--- config.mk ---
export PLATFORM = sky130hd
export DESIGN_NAME = regs_write_arbiter_flat
export DESIGN_NICKNAME = d
export VERILOG_FILES = /design/src/rtl/regs_write_arbiter_if.sv /design/src/rtl/regs_write_arbiter.sv /design/src/flat_wrapper.sv
export SDC_FILE = /design/constraint.sdc
export NUM_CORES = 1
export LEC_CHECK = 0
export ABC_AREA = 1
export ABC_CLOCK_PERIOD_IN_PS = 10000
export BUFFER_PORTS_ARGS = -buffer_cell sky130_fd_sc_hd__buf_2
export CORE_ASPECT_RATIO = 0.9
export CORE_MARGIN = 1
export CORE_UTILIZATION = 45
export CTS_CLUSTER_SIZE = 40
export DETAILED_ROUTE_END_ITERATION = 16
export PLACE_DENSITY = 0.82
export SETUP_SLACK_MARGIN = 0.2
export SLEW_MARGIN = 30
export SYNTH_ARGS = -nofsm -noshare
export SYNTH_HDL_FRONTEND = slang
export SYNTH_SLANG_ARGS = --single-unit
--- constraint.sdc ---
create_clock -name clk -period 10 [get_ports clk]
set_input_delay 1.5 -clock clk [delete_from_list [all_inputs] [get_ports clk]]
set_output_delay 1.5 -clock clk [all_outputs]
set_load 0.01 [all_outputs]
--- src/rtl/regs_write_arbiter_if.sv ---
// rtl/regs_write_arbiter_if.sv - write requester handshake bundle
//
// Purpose: one requester's write channel into regs_write_arbiter.
// Signals:
//   valid  requester has a write pending
//   dst    destination register index (DST_W bits)
//   data   32-bit write data
//   ready  arbiter accepts the transfer when valid && ready at a rising edge
// Modports: master (requester side), slave (arbiter side).
interface regs_write_arbiter_if #(
  parameter int DST_W = 5
);
  logic             valid;
  logic [DST_W-1:0] dst;
  logic [31:0]      data;
  logic             ready;

  modport master (output valid, dst, data, input ready);
  modport slave  (input valid, dst, data, output ready);
endinterface

--- src/rtl/regs_write_arbiter.sv ---
// rtl/regs_write_arbiter.sv - two-requester register file write arbiter
//
// Purpose: merges execute (req0) and load (req1) writebacks onto one
// register file write port. Each requester owns a one-entry holding buffer;
// one buffer is granted per cycle and copied to registered outputs.
// Ports:
//   clk, rst        clock, synchronous active-high reset
//   req0, req1      requester channels (regs_write_arbiter_if.slave)
//   regs_wr_dst     registered destination index
//   regs_wr_data    registered write data
//   regs_wr_sync    one-cycle write strobe (suppressed for dst == 0)
//   collision_cnt   saturating count of cycles with both buffers full
// Configuration: define REGS_WRITE_ARBITER_RR_EN for round-robin between
// two full buffers with different dst; default is fixed priority to req0.
module regs_write_arbiter #(
  parameter int DST_W = 5
) (
  input  logic                 clk,
  input  logic                 rst,
  regs_write_arbiter_if.slave  req0,
  regs_write_arbiter_if.slave  req1,
  output logic [DST_W-1:0]     regs_wr_dst,
  output logic [31:0]          regs_wr_data,
  output logic                 regs_wr_sync,
  output logic [15:0]          collision_cnt
);

  logic             full0, full1;
  logic             age0, age1;
  logic [DST_W-1:0] dst0, dst1;
  logic [31:0]      data0, data1;

  logic             both_full, same_dst;
  logic             gnt0, gnt1;
  logic             acc0, acc1;
  logic [DST_W-1:0] gnt_dst;
  logic [31:0]      gnt_data;

`ifdef REGS_WRITE_ARBITER_RR_EN
  logic             rr_ptr;
  logic             contested;
  assign contested = both_full && !same_dst;
`endif

  always_comb begin
    both_full = full0 && full1;
    same_dst  = (dst0 == dst1);
    gnt0      = 1'b0;
    gnt1      = 1'b0;
    if (both_full) begin
      if (same_dst) begin
        // Same register: older entry first; equal age means same-edge
        // acceptance, where buffer 0 goes first.
        gnt1 = age1 && !age0;
      end else begin
`ifdef REGS_WRITE_ARBITER_RR_EN
        gnt1 = rr_ptr;
`else
        gnt1 = 1'b0;
`endif
      end
      gnt0 = !gnt1;
    end else begin
      gnt0 = full0;
      gnt1 = full1;
    end
    gnt_dst  = gnt1 ? dst1 : dst0;
    gnt_data = gnt1 ? data1 : data0;
  end

  // A buffer being drained this cycle can take a new entry at the same edge.
  assign req0.ready = !full0 || gnt0;
  assign req1.ready = !full1 || gnt1;
  assign acc0       = req0.valid && req0.ready;
  assign acc1       = req1.valid && req1.ready;

  always_ff @(posedge clk) begin
    if (rst) begin
      full0         <= 1'b0;
      full1         <= 1'b0;
      age0          <= 1'b0;
      age1          <= 1'b0;
      regs_wr_dst   <= '0;
      regs_wr_data  <= '0;
      regs_wr_sync  <= 1'b0;
      collision_cnt <= '0;
`ifdef REGS_WRITE_ARBITER_RR_EN
      rr_ptr        <= 1'b0;
`endif
    end else begin
      if (acc0) begin
        full0 <= 1'b1;
        dst0  <= req0.dst;
        data0 <= req0.data;
      end else if (gnt0) begin
        full0 <= 1'b0;
      end

      if (acc1) begin
        full1 <= 1'b1;
        dst1  <= req1.dst;
        data1 <= req1.data;
      end else if (gnt1) begin
        full1 <= 1'b0;
      end

      // Age bit set means this buffer's entry predates the other's: a fresh
      // load is young, and a buffer becomes old when the other one reloads.
      age0 <= acc0 ? 1'b0 : (age0 | acc1);
      age1 <= acc1 ? 1'b0 : (age1 | acc0);

      if (gnt0 || gnt1) begin
        regs_wr_dst  <= gnt_dst;
        regs_wr_data <= gnt_data;
        regs_wr_sync <= (gnt_dst != '0);
      end else begin
        regs_wr_sync <= 1'b0;
      end

      if (both_full && (collision_cnt != 16'hFFFF)) begin
        collision_cnt <= collision_cnt + 16'd1;
      end

`ifdef REGS_WRITE_ARBITER_RR_EN
      if (contested) begin
        rr_ptr <= !rr_ptr;
      end
`endif
    end
  end

endmodule

--- src/flat_wrapper.sv ---
// flat-port wrapper written by rule: the top's interface ports become plain ports
module regs_write_arbiter_flat 
#(
  parameter int DST_W = 5
)
  (clk, rst, regs_wr_dst, regs_wr_data, regs_wr_sync, collision_cnt, req0_valid, req0_dst, req0_data, req0_ready, req1_valid, req1_dst, req1_data, req1_ready);
  regs_write_arbiter_if #(.DST_W(DST_W)) req0_i ();
  regs_write_arbiter_if #(.DST_W(DST_W)) req1_i ();
  input  logic clk;
  input  logic rst;
  output logic [DST_W-1:0] regs_wr_dst;
  output logic [31:0] regs_wr_data;
  output logic regs_wr_sync;
  output logic [15:0] collision_cnt;
  input wire logic [$bits(req0_i.valid)-1:0] req0_valid;
  input wire logic [$bits(req0_i.dst)-1:0] req0_dst;
  input wire logic [$bits(req0_i.data)-1:0] req0_data;
  output wire logic [$bits(req0_i.ready)-1:0] req0_ready;
  input wire logic [$bits(req1_i.valid)-1:0] req1_valid;
  input wire logic [$bits(req1_i.dst)-1:0] req1_dst;
  input wire logic [$bits(req1_i.data)-1:0] req1_data;
  output wire logic [$bits(req1_i.ready)-1:0] req1_ready;
  assign req0_i.valid = req0_valid;
  assign req0_i.dst = req0_dst;
  assign req0_i.data = req0_data;
  assign req0_ready = req0_i.ready;
  assign req1_i.valid = req1_valid;
  assign req1_i.dst = req1_dst;
  assign req1_i.data = req1_data;
  assign req1_ready = req1_i.ready;
  regs_write_arbiter #(.DST_W(DST_W)) u_core (.clk(clk), .rst(rst), .req0(req0_i), .req1(req1_i), .regs_wr_dst(regs_wr_dst), .regs_wr_data(regs_wr_data), .regs_wr_sync(regs_wr_sync), .collision_cnt(collision_cnt));
endmodule
After elaboration in Yosys (flattened, before gate mapping):

Index checks and enable logic that the tools add are counted.

* output and inout bits: 56
* bits of input ports: 78
* flip-flop bits (word level): 132

* reductions and logical operators: 20
* bitwise gates (word level): 4
* mux-type cells: 10
* add/sub/neg operators: 1
* equality and inequality tests: 2

Operators with widths (number)
* $mux 32: 1
* $add 16x1->16 const B: 1
* $ne 16x16->1 const B: 1
* $mux 1: 8
* $reduce_or 2->1: 3
* $eq 5x5->1: 1
* $logic_and 1x1->1: 5
* $mux 5: 1
* $reduce_bool 5->1: 1
* $logic_not 1->1: 4
* $reduce_and 2->1: 2
* $reduce_bool 2->1: 2
* $logic_or 1x1->1: 3
* $not 1->1: 2
* $or 1x1->1: 2

Logic depth before layout (Yosys ltp):

* depth in word-level cells: 9
* gate-level depth with buffers: 13
* gate-level depth less buffers: 13

Least setup slack after synthesis:

OpenSTA, ideal clock, no wires.

* path type: input to register
* start point: input port rst
* end point: register u_core.data1[0], enable pin
* required time: 9523 ps
* arrival: 4465 ps
* setup time: 477 ps
* path slack: 5058 ps
* cell stages on the path: 3
* cell sequence: clkbuf_1 > clkbuf_1 > nor3_1

* word-level cells in the longest chain between the ends: 2

RTL lines
* from (decl): line flat_wrapper.sv:10 `input logic rst;`
* $not 1->1 (no source line)
* $reduce_and 2->1 (no source line)
* to (signal assigned): line regs_write_arbiter.sv:102 `data1 <= req1.data;`
* to (decl): line regs_write_arbiter.sv:31 `logic [31:0] data0, data1;`

Every way passes these cells.
A chain may end at the register's enable or synchronous reset.

Worst setup path after layout:

* start point: register u_core.full1
* end point: output port req0_ready

* word-level cells in the longest chain between the ends: 3

RTL lines
* from (decl): line regs_write_arbiter.sv:28 `logic full0, full1;`
* from (signal assigned): line regs_write_arbiter.sv:80 `full1 <= 1'b0;`
* from (signal assigned): line regs_write_arbiter.sv:100 `full1 <= 1'b1;`
* from (signal assigned): line regs_write_arbiter.sv:104 `full1 <= 1'b0;`
* $logic_and 1x1->1: line regs_write_arbiter.sv:46 `both_full = full0 && full1;`
* $mux 1: line regs_write_arbiter.sv:50 `if (both_full) begin`
* $logic_or 1x1->1: line regs_write_arbiter.sv:72 `assign req0.ready = !full0 || gnt0;`
* to (decl): line flat_wrapper.sv:18 `output wire logic [$bits(req0_i.ready)-1:0] req0_ready;`

Every way passes these cells.

==> run summary <==
clk root buf = clkbuf_16
CP endpoint kind = output pin
number of synthesized register bits = 132
number of routed nets with antenna violations = 0
R2R Setup Slk = 7570 ps
Clock Pin Slew Worst Setup and Hold Paths = 60 ps
Die ar. = 0.01166 mm^2
critical path class = reg -> out
Setup TNS = 0 ps
IO Pins = 134
share of cells above drive strength 1 = 30.16%
Worst setup startpoint = u_core.full1
site row count = 36
CP arrival = 1780 ps
GR met1 Demand/Resource = 24.36%
status = finished, final reports clean
synth top area cells = edfxtp_1, dfxtp_1, nand3_1, o21ai_1, nor2_1
PortBufs = 133
most common cell after layout, fill and taps aside = buf_2
Slowest cell on crit path = dfxtp_1
Post-Route Utilization = 58.60%
HPWL Detailed = 7683 um
Hold Buf Count CTS = 0
sw power = 0.0003089 W
slew at the pin closest to its max-slew limit = 927.4 ps
via count = 3845
internal power = 0.001011 W
Worst Clk Skew = 11.29 ps
reg-to-reg endpoint = u_core.data0[0]
ys flop type = edfxtp_1
CP Max Fanout = 9
clock network power share = 46.0%
post-synthesis compound-gate area fraction = 9.210%
clk_lat worst skew = 420 ps
CTS tree = yes
post-CTS setup buffers = 0
Placer Congestion = 0.9044
Max Slew Vio Count = 0
area leader, netlist = edfxtp_1
Hold Path Class = reg -> reg
Die H = 102.5 um
VDD IR max = 0.1695 mV
GRT busiest layer = met2
switching part of the total power = 23.41%
combinational power share = 7.1%
initial antenna violation count = 0
synth warn = 0
Initial Utilization = 46.36%
GRT met2 Usage = 34.99%
CP Launch Type = flop
clock buffer depth = 2
fraction of registers with async set/reset = 0%
GR Util met3 = 6.584%
Area growth, synth to finish = 26.39%
fmax = 304.6 MHz
leakage = 2.643 nW
Cells after Synth = 464
Worst Path Buf+Inv = 2
FF-to-FF path depth = 7
Seq pwr share = 46.9%
commonest non-fill, non-tap cells in the layout = buf_2, edfxtp_1, dfxtp_1
simple-gate area share of the yosys netlist = 16.96%
CTS resizes = 0
Seq/Total Area, Yosys = 66.95%
critical-path cell list = nand2_1 > inv_2 > nand2_4 > nand3_1 > buf_2
Mean Syn Cell Area = 10.89 um^2
Yosys cell types = 38
max_cap viols = 0
CP top delay family = flip-flops
CTS buffer count = 17
R2R Path Start = u_core.full1
delay of the slowest critical-path stage = 640 ps
1st-iter DRT viols = 263
WL/cell = 15.28 um
final worst path period share = 32.83%
DR DRC count = 0
Via-to-Cell Ratio = 5.039
crit path to = req0_ready
setup violators final = 0
grt ovf = 0
first-pass GRT wire length = 17790 um
vias in the first global route = 3634
RSZ-0062 raised after global routing = no
post-synth top area share = 43.97%
Chip Width = 113.7 um
CTS H-Tree Depth = 4
Final min period = 3283 ps
largest net degree at the start of global routing = 40
clock sinks = 132
PD cells = 206.6 mW/mm^2
worst rel slew slack = 38.03%
cell count along the critical path = 5
largest family of logic cells by synthesized area = simple AND/OR/NAND/NOR gates
WL final = 11660 um
Hold Vio Cnt, Final = 0
Post-Syn Nets = 543
Total GRT Usage = 20.58%
CP required = 8500 ps
Pre-Repair DR Iteration Count = 5
total core area = 0.01090 mm^2
Post-layout nets = 676
Synth Area in XOR/XNOR = 0.6932%
fraction of synthesized area in multiplexers = 0%
Mapped Area = 0.005054 mm^2
EDFF count, synth = 74
Post-Synth Adder-Cell Area = 0.2476%
==> cell families after synthesis <==
kind of cell | after synthesis
simple gates | 185
compound gates | 89
buf+inv | 53
fa+ha+maj | 1
flops | 132
xor+xnor | 4
==> layer usage <==
layer  vias up  wire length, um  part of all wire [%]
met5         -                0                     0
met1      1794             4887                    42
met2       161             5780                    50
met4         0              215                   1.8
li1       1871                -                     -
met3        19              778                   6.7
==> worst register-to-register path, delay by kind of cell (launching register included) <==
kind / cells / cell delay [ps]
and+or+nand+nor: 5 / 1110
DFF: 1 / 640
buffers and inverters: 2 / 360
==> registers in the layout (all words and copies together) (netlist names) <==
name and cells:
u_core.age1 1, u_core.data0 32, u_core.regs_wr_dst 5, u_core.age0 1
u_core.data1 32, u_core.regs_wr_sync 1, u_core.dst0 5, u_core.dst1 5
u_core.full0 1, u_core.full1 1, u_core.regs_wr_data 32, u_core.collision_cnt 16
==> how the worst min path moves through the flow <==
stage | start | end | slack [ps] | depth (start not counted)
2_1_floorplan | u_core.age1 | u_core.age1 | 440 | 2
3_3_place_gp | u_core.age1 | u_core.age1 | 460 | 2
3_5_place_dp | u_core.regs_wr_dst[0] | u_core.regs_wr_dst[0] | 460 | 2
4_1_cts | u_core.regs_wr_dst[0] | u_core.regs_wr_dst[0] | 470 | 2
5_1_grt | u_core.regs_wr_dst[3] | u_core.regs_wr_dst[3] | 490 | 2
6_report | u_core.regs_wr_dst[0] | u_core.regs_wr_dst[0] | 470 | 2
==> power groups by stage <==
| stage | Sequential (W) | Clock, W | Combinational, W |
|---|---|---|---|
| floorplan | 0.000633 | 0 | 0.0000485 |
| global placement | 0.000629 | 0 | 0.0000886 |
| detailed placement | 0.000629 | 0 | 0.0000943 |
| CTS | 0.000618 | 0.000615 | 0.0000951 |
| global route | 0.000621 | 0.000639 | 0.000104 |
| finish | 0.000618 | 0.000607 | 0.0000937 |
==> area by class of cell <==
class | count | area (um^2)
Clock inverter | 13 | 150.1
Tap cell | 152 | 190.2
Antenna cell | 1 | 2.502
Multi-Input combinational cell | 279 | 1393
Inverter | 30 | 120.1
Clock buffer | 19 | 432.9
Fill cell | 917 | 4513
Timing Repair Buffer | 137 | 715.7
Sequential cell | 132 | 3383
==> cells in the mapped netlist, types with 2 or more instances <==
cell and instances:
a211oi_1 2, a21oi_1 14, buf_12 3, buf_2 3, buf_4 3, buf_6 4, clkbuf_1 10, dfxtp_1 58
edfxtp_1 74, inv_1 27, nand2_1 56, nand2_2 3, nand3_1 50, nand3b_1 2, nor2_1 57, nor2_2 2
nor3_1 4, nor3_4 2, o21ai_0 20, o21ai_1 50, xor2_1 3
==> per-stage QoR <==
stage	power (W)	hold slack (ps)	cell area, um^2	setup slack (ps)	instances
after CTS	0.001328	471.1	6385	6709	762
after floorplan	0.0006814	444.3	5054	5058	464
after global routing	0.001363	486.1	6385	6617	762
after detailed placement	0.0007235	461.4	5802	6926	730
final	0.001319	467.1	6387	6717	763
after global placement	0.0007172	456.5	5774	6990	729
Note: power is estimated with default switching activity, not from simulation.
